## src/rtl/dmem_arbiter.sv

```systemverilog
// Two-port (fetch/data) arbiter sequencing requests onto one shared memory port, data-first priority.
// Optional fetch anti-starvation counter enabled by defining DMEM_ARB_FAIR_EN.
module dmem_arbiter #(
  parameter int ADDR_WIDTH = 32,
  parameter int DATA_WIDTH = 32,
  parameter int FAIR_LIMIT = 4
) (
  input  logic                  clk,
  input  logic                  rst,
  input  logic                  i_req,
  input  logic [ADDR_WIDTH-1:0] i_addr,
  output logic [DATA_WIDTH-1:0] i_rdata,
  output logic                  i_done,
  output logic                  i_stall,
  input  logic                  d_req,
  input  logic                  d_we,
  input  logic [3:0]            d_be,
  input  logic [ADDR_WIDTH-1:0] d_addr,
  input  logic [DATA_WIDTH-1:0] d_wdata,
  output logic [DATA_WIDTH-1:0] d_rdata,
  output logic                  d_done,
  output logic                  d_stall,
  output logic                  mem_req,
  output logic                  mem_we,
  output logic [3:0]            mem_be,
  output logic [ADDR_WIDTH-1:0] mem_addr,
  output logic [DATA_WIDTH-1:0] mem_wdata,
  input  logic                  mem_ready,
  input  logic [DATA_WIDTH-1:0] mem_rdata
);

  typedef enum logic [1:0] {
    IDLE   = 2'd0,
    BUSY_I = 2'd1,
    BUSY_D = 2'd2
  } state_t;

  state_t                state_q, state_d;
  logic [ADDR_WIDTH-1:0] addr_q, addr_d;
  logic                  we_q, we_d;
  logic [3:0]            be_q, be_d;
  logic [DATA_WIDTH-1:0] wdata_q, wdata_d;
  logic [DATA_WIDTH-1:0] i_rdata_q, i_rdata_d;
  logic [DATA_WIDTH-1:0] d_rdata_q, d_rdata_d;
  logic                  i_done_q, i_done_d;
  logic                  d_done_q, d_done_d;

  logic i_elig, d_elig, fetch_first, grant_i, grant_d;

  // A port whose completion pulse is visible this cycle must not be re-granted.
  assign i_elig  = i_req & ~i_done_q;
  assign d_elig  = d_req & ~d_done_q;
  assign grant_d = (state_q == IDLE) & d_elig & ~fetch_first;
  assign grant_i = (state_q == IDLE) & i_elig & ~grant_d;

`ifdef DMEM_ARB_FAIR_EN
  localparam logic [2:0] FAIR_LIM3 = FAIR_LIMIT[2:0];
  logic [2:0] fair_cnt_q, fair_cnt_d;

  assign fetch_first = (fair_cnt_q == FAIR_LIM3) & i_elig;

  always_comb begin
    fair_cnt_d = fair_cnt_q;
    if (grant_i) begin
      fair_cnt_d = 3'd0;
    end else if (grant_d) begin
      if (!i_req) begin
        fair_cnt_d = 3'd0;
      end else if (fair_cnt_q != 3'd7) begin
        fair_cnt_d = fair_cnt_q + 3'd1;
      end
    end
  end

  always_ff @(posedge clk) begin
    if (rst) fair_cnt_q <= 3'd0;
    else     fair_cnt_q <= fair_cnt_d;
  end
`else
  assign fetch_first = 1'b0;
`endif

  always_comb begin
    state_d   = state_q;
    addr_d    = addr_q;
    we_d      = we_q;
    be_d      = be_q;
    wdata_d   = wdata_q;
    i_rdata_d = i_rdata_q;
    d_rdata_d = d_rdata_q;
    i_done_d  = 1'b0;
    d_done_d  = 1'b0;
    case (state_q)
      IDLE: begin
        if (grant_d) begin
          state_d = BUSY_D;
          addr_d  = d_addr;
          we_d    = d_we;
          be_d    = d_be;
          wdata_d = d_wdata;
        end else if (grant_i) begin
          state_d = BUSY_I;
          addr_d  = i_addr;
          we_d    = 1'b0;
          be_d    = 4'hF;
          wdata_d = '0;
        end
      end
      BUSY_I: begin
        if (mem_ready) begin
          i_rdata_d = mem_rdata;
          i_done_d  = 1'b1;
          state_d   = IDLE;
        end
      end
      BUSY_D: begin
        if (mem_ready) begin
          d_rdata_d = mem_rdata;
          d_done_d  = 1'b1;
          state_d   = IDLE;
        end
      end
      default: state_d = IDLE;
    endcase
  end

  always_ff @(posedge clk) begin
    if (rst) begin
      state_q   <= IDLE;
      addr_q    <= '0;
      we_q      <= 1'b0;
      be_q      <= 4'h0;
      wdata_q   <= '0;
      i_rdata_q <= '0;
      d_rdata_q <= '0;
      i_done_q  <= 1'b0;
      d_done_q  <= 1'b0;
    end else begin
      state_q   <= state_d;
      addr_q    <= addr_d;
      we_q      <= we_d;
      be_q      <= be_d;
      wdata_q   <= wdata_d;
      i_rdata_q <= i_rdata_d;
      d_rdata_q <= d_rdata_d;
      i_done_q  <= i_done_d;
      d_done_q  <= d_done_d;
    end
  end

  assign mem_req   = (state_q != IDLE);
  assign mem_we    = we_q;
  assign mem_be    = be_q;
  assign mem_addr  = addr_q;
  assign mem_wdata = wdata_q;
  assign i_rdata   = i_rdata_q;
  assign d_rdata   = d_rdata_q;
  assign i_done    = i_done_q;
  assign d_done    = d_done_q;
  assign i_stall   = i_req & ~i_done_q;
  assign d_stall   = d_req & ~d_done_q;

endmodule
```

## config.mk

```make
export PLATFORM = sky130hd
export DESIGN_NAME = dmem_arbiter
export DESIGN_NICKNAME = d
export VERILOG_FILES = /design/src/rtl/dmem_arbiter.sv
export SDC_FILE = /design/constraint.sdc
export NUM_CORES = 1
export LEC_CHECK = 0
export CAP_MARGIN = 15
export CORE_AREA = 3 3 125 127
export DETAILED_ROUTE_END_ITERATION = 7
export DIE_AREA = 0 0 128 130
export HOLD_SLACK_MARGIN = 0.03
export PLACE_DENSITY = 0.8
export SYNTH_ARGS = -nofsm -noshare
export SYNTH_HDL_FRONTEND = slang
export SYNTH_SLANG_ARGS = --single-unit
```

## constraint.sdc

```tcl
create_clock -name clk -period 2 [get_ports clk]
set_input_delay 0.4 -clock clk [delete_from_list [all_inputs] [get_ports clk]]
set_output_delay 0.4 -clock clk [all_outputs]
set_load 0.01 [all_outputs]
```

==> out/results.md <==
| Metric | Value |
|---|---|
| Run status | completed |
| Core Region | 14500 sq um |
| Critical-path top delay cell | sky130_fd_sc_hd__clkdlybuf4s50_1 |
| Kind of critical path | reg2out |
| Vias after detailed routing | 6135 |
| Number of buffer cells added on primary ports | 275 |
| Number of enable-type register cells in the synthesized netlist | 0 |
| Via count of the first global-routing pass | 5900 |
| Top post-synthesis cells by area | sky130_fd_sc_hd__dfxtp_1 45%, sky130_fd_sc_hd__nor4_2 10%, sky130_fd_sc_hd__nand2_1 8.1% |
| Max-slew headroom | 0.676 |
| Most area-hungry cell type in the Yosys netlist | sky130_fd_sc_hd__dfxtp_1 |
| Clock latency at the later pin of the worst-skew pair | 0.41 ns |
| Syn Nets | 840 |
| Kind of end point of the critical path | primary output |
| Proportion of synthesized chip area in sequential cells | 0.450 |
| Number of distinct library cell variants in the gate-level netlist after synthesis | 33 |
| Netlist Area Pre-Place | 6090 sq um |
| Count of TritonRoute iterations in the first routing pass | 5 |
| Post-CTS repair timing setup buffer count | 0 |
| Largest stage delay on the critical path | 0.59 ns |
| Synthesized instance count | 698 |
| Min setup slack post-route | 0.141 ns |
| Buffer type at the clock tree root | sky130_fd_sc_hd__clkbuf_16 |
| Initial antenna violation count | 0 |
| Adder and majority gate portion of the synthesized area | 0.00821 |
| Worst hold path class | in2reg |
| Global-route wire length before repair | 31.2 mm |
| Max-capacitance violation count | 0 |
| Library cell with the highest instance count after synthesis | sky130_fd_sc_hd__dfxtp_1 |
| Xor/xnor cell area share of the yosys netlist | 0 |
| Pwr Density | 919 nW/um^2 |
| Final cell utilization of the core | 0.663 |
| Number of nets still failing antenna checks after routing | 0 |
| Half-perimeter wire length after detailed placement | 13.4 mm |
| Synthesis-to-layout area growth | 58.3% |
| Vias per inst | 5.39 |
| Data required time at the worst endpoint | 1.60 ns |
| Count of buffering cells on the critical path with inverters included | 1 |
| Per-instance average area after synthesis | 8.73 sq um |
| Multiplexer area fraction after synthesis | 0 |
| Data arrival time of the critical path | 1.46 ns |
| CTS tree | built |
| Proportion of synthesized flip-flops having asynchronous set or reset | 0 |
| Die area | 16600 sq um |
| Vertical die dimension | 130 microns |
| Worst vdd ir | 0.497 mV |
| Starting density of the core | 0.419 |
| Clock Power Share | 0.365 |
| Critical Path Fanout Max | 5 |
| Net switching share of the total power | 0.298 |
| Relative contribution of sequential cells to total power | 0.357 |
| Yosys warnings | 0 |
| Compound-Gate Fraction of Synth Area | 0.168 |
| Critical Path, Cell by Cell | clkdlybuf4s50_1 |
| WL final | 19.7 mm |
| Dominant combinational cell family by area after synthesis | simple AND/OR/NAND/NOR gates |
| Post-synthesis sequential element count | 137 |
| Average wire per standard cell | 17.3 microns |
| Ys flop type | sky130_fd_sc_hd__dfxtp_1 |
| Unrepaired setup endpoints after global routing | no |
| Clock buffer count from CTS | 17 |
| Number of rows in the core area | 44 |
| Final setup fails | 0 |
| Leakage dissipation | 3.27 nW |
| Critical Path Source Type | flop |
| Basic-gate share of the synthesized area counting and, or, nand and nor cells | 0.299 |
| Post-CTS Hold Fix Bufs | 0 |
| Setup Skew | 0.00527 ns |
| Initial DRC Count | 315 |
| Commonest cells in the synthesized netlist | 137 x sky130_fd_sc_hd__dfxtp_1, 132 x sky130_fd_sc_hd__nand2_1, 98 x sky130_fd_sc_hd__a21oi_1 |
| Switch Pwr | 2.64 mW |
| Routability-driven placement congestion ratio | 0.777 |
| Fin crit period | 1.86 ns |
| Placement-stage worst setup slack | -0.0781 ns |
| Clock transition at the registers of the reported paths | 0.06 ns |
| Cell type group with the largest total delay on the critical path | buffers and inverters |
| Top-area cell type share of the netlist area | 0.450 |
| Fraction of layout instances using a drive strength above 1 | 0.128 |
| Max Clock Freq | 538 MHz |
| Clock Path Buffers | 2 |
| Final-stage net count | 1083 |
| Clk sink count | 137 |
| GRT Overall Usage | 0.235 |
| Filler cell count in the final layout | 1185 |
| Pin count of the biggest net entering global routing | 68 |
| Number of primary I/O pins | 276 |
| Internal power summed over all cells | 6.22 mW |
| Sum Neg Setup Slack | 0 ns |
| Worst Max-Slew Pin Slew | 0.486 ns |
| Fraction of power consumed by combinational cells | 0.278 |
| DR DRC count | 0 |
| Final Hold Fails | 0 |
| Level count of the clock H-tree | 4 |
| Fraction of the cycle the final worst path needs | 0.930 |
| Die W | 128 microns |
| Final Max Slew Viols | 0 |
| Global route overflow | 0 |
| Antenna cell count | 0 |
-- area by class of cell --
type | count | area, sq um | share of cell area
clock buffers | 19 | 443 | 0.0459
flip-flops and latches | 137 | 2740 | 0.284
clock inverters | 13 | 168 | 0.0174
repair buffers | 300 | 3110 | 0.322
inverters | 6 | 25.0 | 0.00260
multi-input cells | 479 | 2930 | 0.303
well taps | 184 | 230 | 0.0239
-- timing repair --
item,in CTS,in global routing
pin swaps,0,0
endpoints found under the setup margin,3,1
cloned,0,0
gates resized for setup,4,2
-- layer usage --
| layer | global-route usage | up-vias | wire, microns |
|---|---|---|---|
| met4 | 0.0874 | 0 | 460 |
| met2 | 0.369 | 291 | 9190 |
| met5 | 0 | - | 0 |
| met1 | 0.292 | 2828 | 7780 |
| met3 | 0.0962 | 33 | 2230 |
| li1 | - | 2983 | - |
-- sequential cells by signal, summed over array words and instances, names as in the netlist --
signal     count
d_done         1
mem_addr      32
i_done         1
state_q        2
mem_be         4
mem_wdata     32
i_rdata       32
d_rdata       32
mem_we         1
-- path summary, 6_finish.rpt --
| check | cells after the start | startpoint | slack, ns | end |
|---|---|---|---|---|
| hold / removal | 2 | rst | 0.43 | d_rdata[13]$_SDFFE_PP0P_ |
| setup / recovery | 1 | i_done$_SDFF_PP0_ | 0.14 | i_done |
| hold reg to reg | 2 | d_rdata[9]$_SDFFE_PP0P_ | 0.45 | d_rdata[9]$_SDFFE_PP0P_ |
| setup reg to reg | 7 | state_q[0]$_SDFFE_PP0P_ | 0.31 | mem_wdata[21]$_SDFFE_PP0P_ |
-- power by group through the flow --
stage,Combinational (mW),Sequential [mW],Clock [mW]
4_1_cts,2.47,3.16,3.31
3_3_place_gp,2.44,3.21,0
6_report,2.47,3.16,3.24
3_5_place_dp,2.47,3.22,0
2_1_floorplan,1.19,3.32,0
5_1_grt,2.69,3.19,3.44
-- per-stage QoR --
stage,power [mW],instance area [sq um],hold slack (ns),instances
CTS,8.95,9630,0.419,1138
global route,9.31,9640,0.445,1138
detailed placement,5.69,9020,0.446,1106
floorplan,4.51,6090,0.481,698
finish,8.86,9640,0.434,1138
global placement,5.65,9020,0.441,1106
-- cells in the final DEF, fill, tap and decap left out, drive strengths merged --
| cell type | synthesis | final |
|---|---|---|
| nor2 | 2 | 2 |
| and2 | 2 | 2 |
| a211oi | 1 | 1 |
| ha | 4 | 4 |
| nand3b | 1 | 1 |
| clkdlybuf4s50 | 0 | 271 |
| clkinvlp | 0 | 2 |
| o221a | 4 | 4 |
| nand3 | 33 | 33 |
| a21oi | 99 | 99 |
| clkbuf | 23 | 19 |
| bufinv | 0 | 3 |
| nand4 | 1 | 1 |
| and3b | 1 | 1 |
| nand4b | 1 | 1 |
| o211ai | 33 | 33 |
| buf | 53 | 26 |
| clkinv | 0 | 5 |
| o31a | 1 | 1 |
| inv | 6 | 9 |
| o31ai | 1 | 1 |
| dfxtp | 137 | 137 |
| nor3 | 32 | 32 |
| nor2b | 1 | 1 |
| nand2b | 34 | 34 |
| o22ai | 32 | 32 |
| nor4 | 64 | 64 |
| nand2 | 132 | 132 |
| dlygate4sd2 | 0 | 3 |
-- cells by family after synthesis --
kind of cell,after synthesis
compound gates,171
simple gates,304
fa+ha+maj,4
buf+inv,82
flops,137
Note: power is estimated with default switching activity, not from simulation.
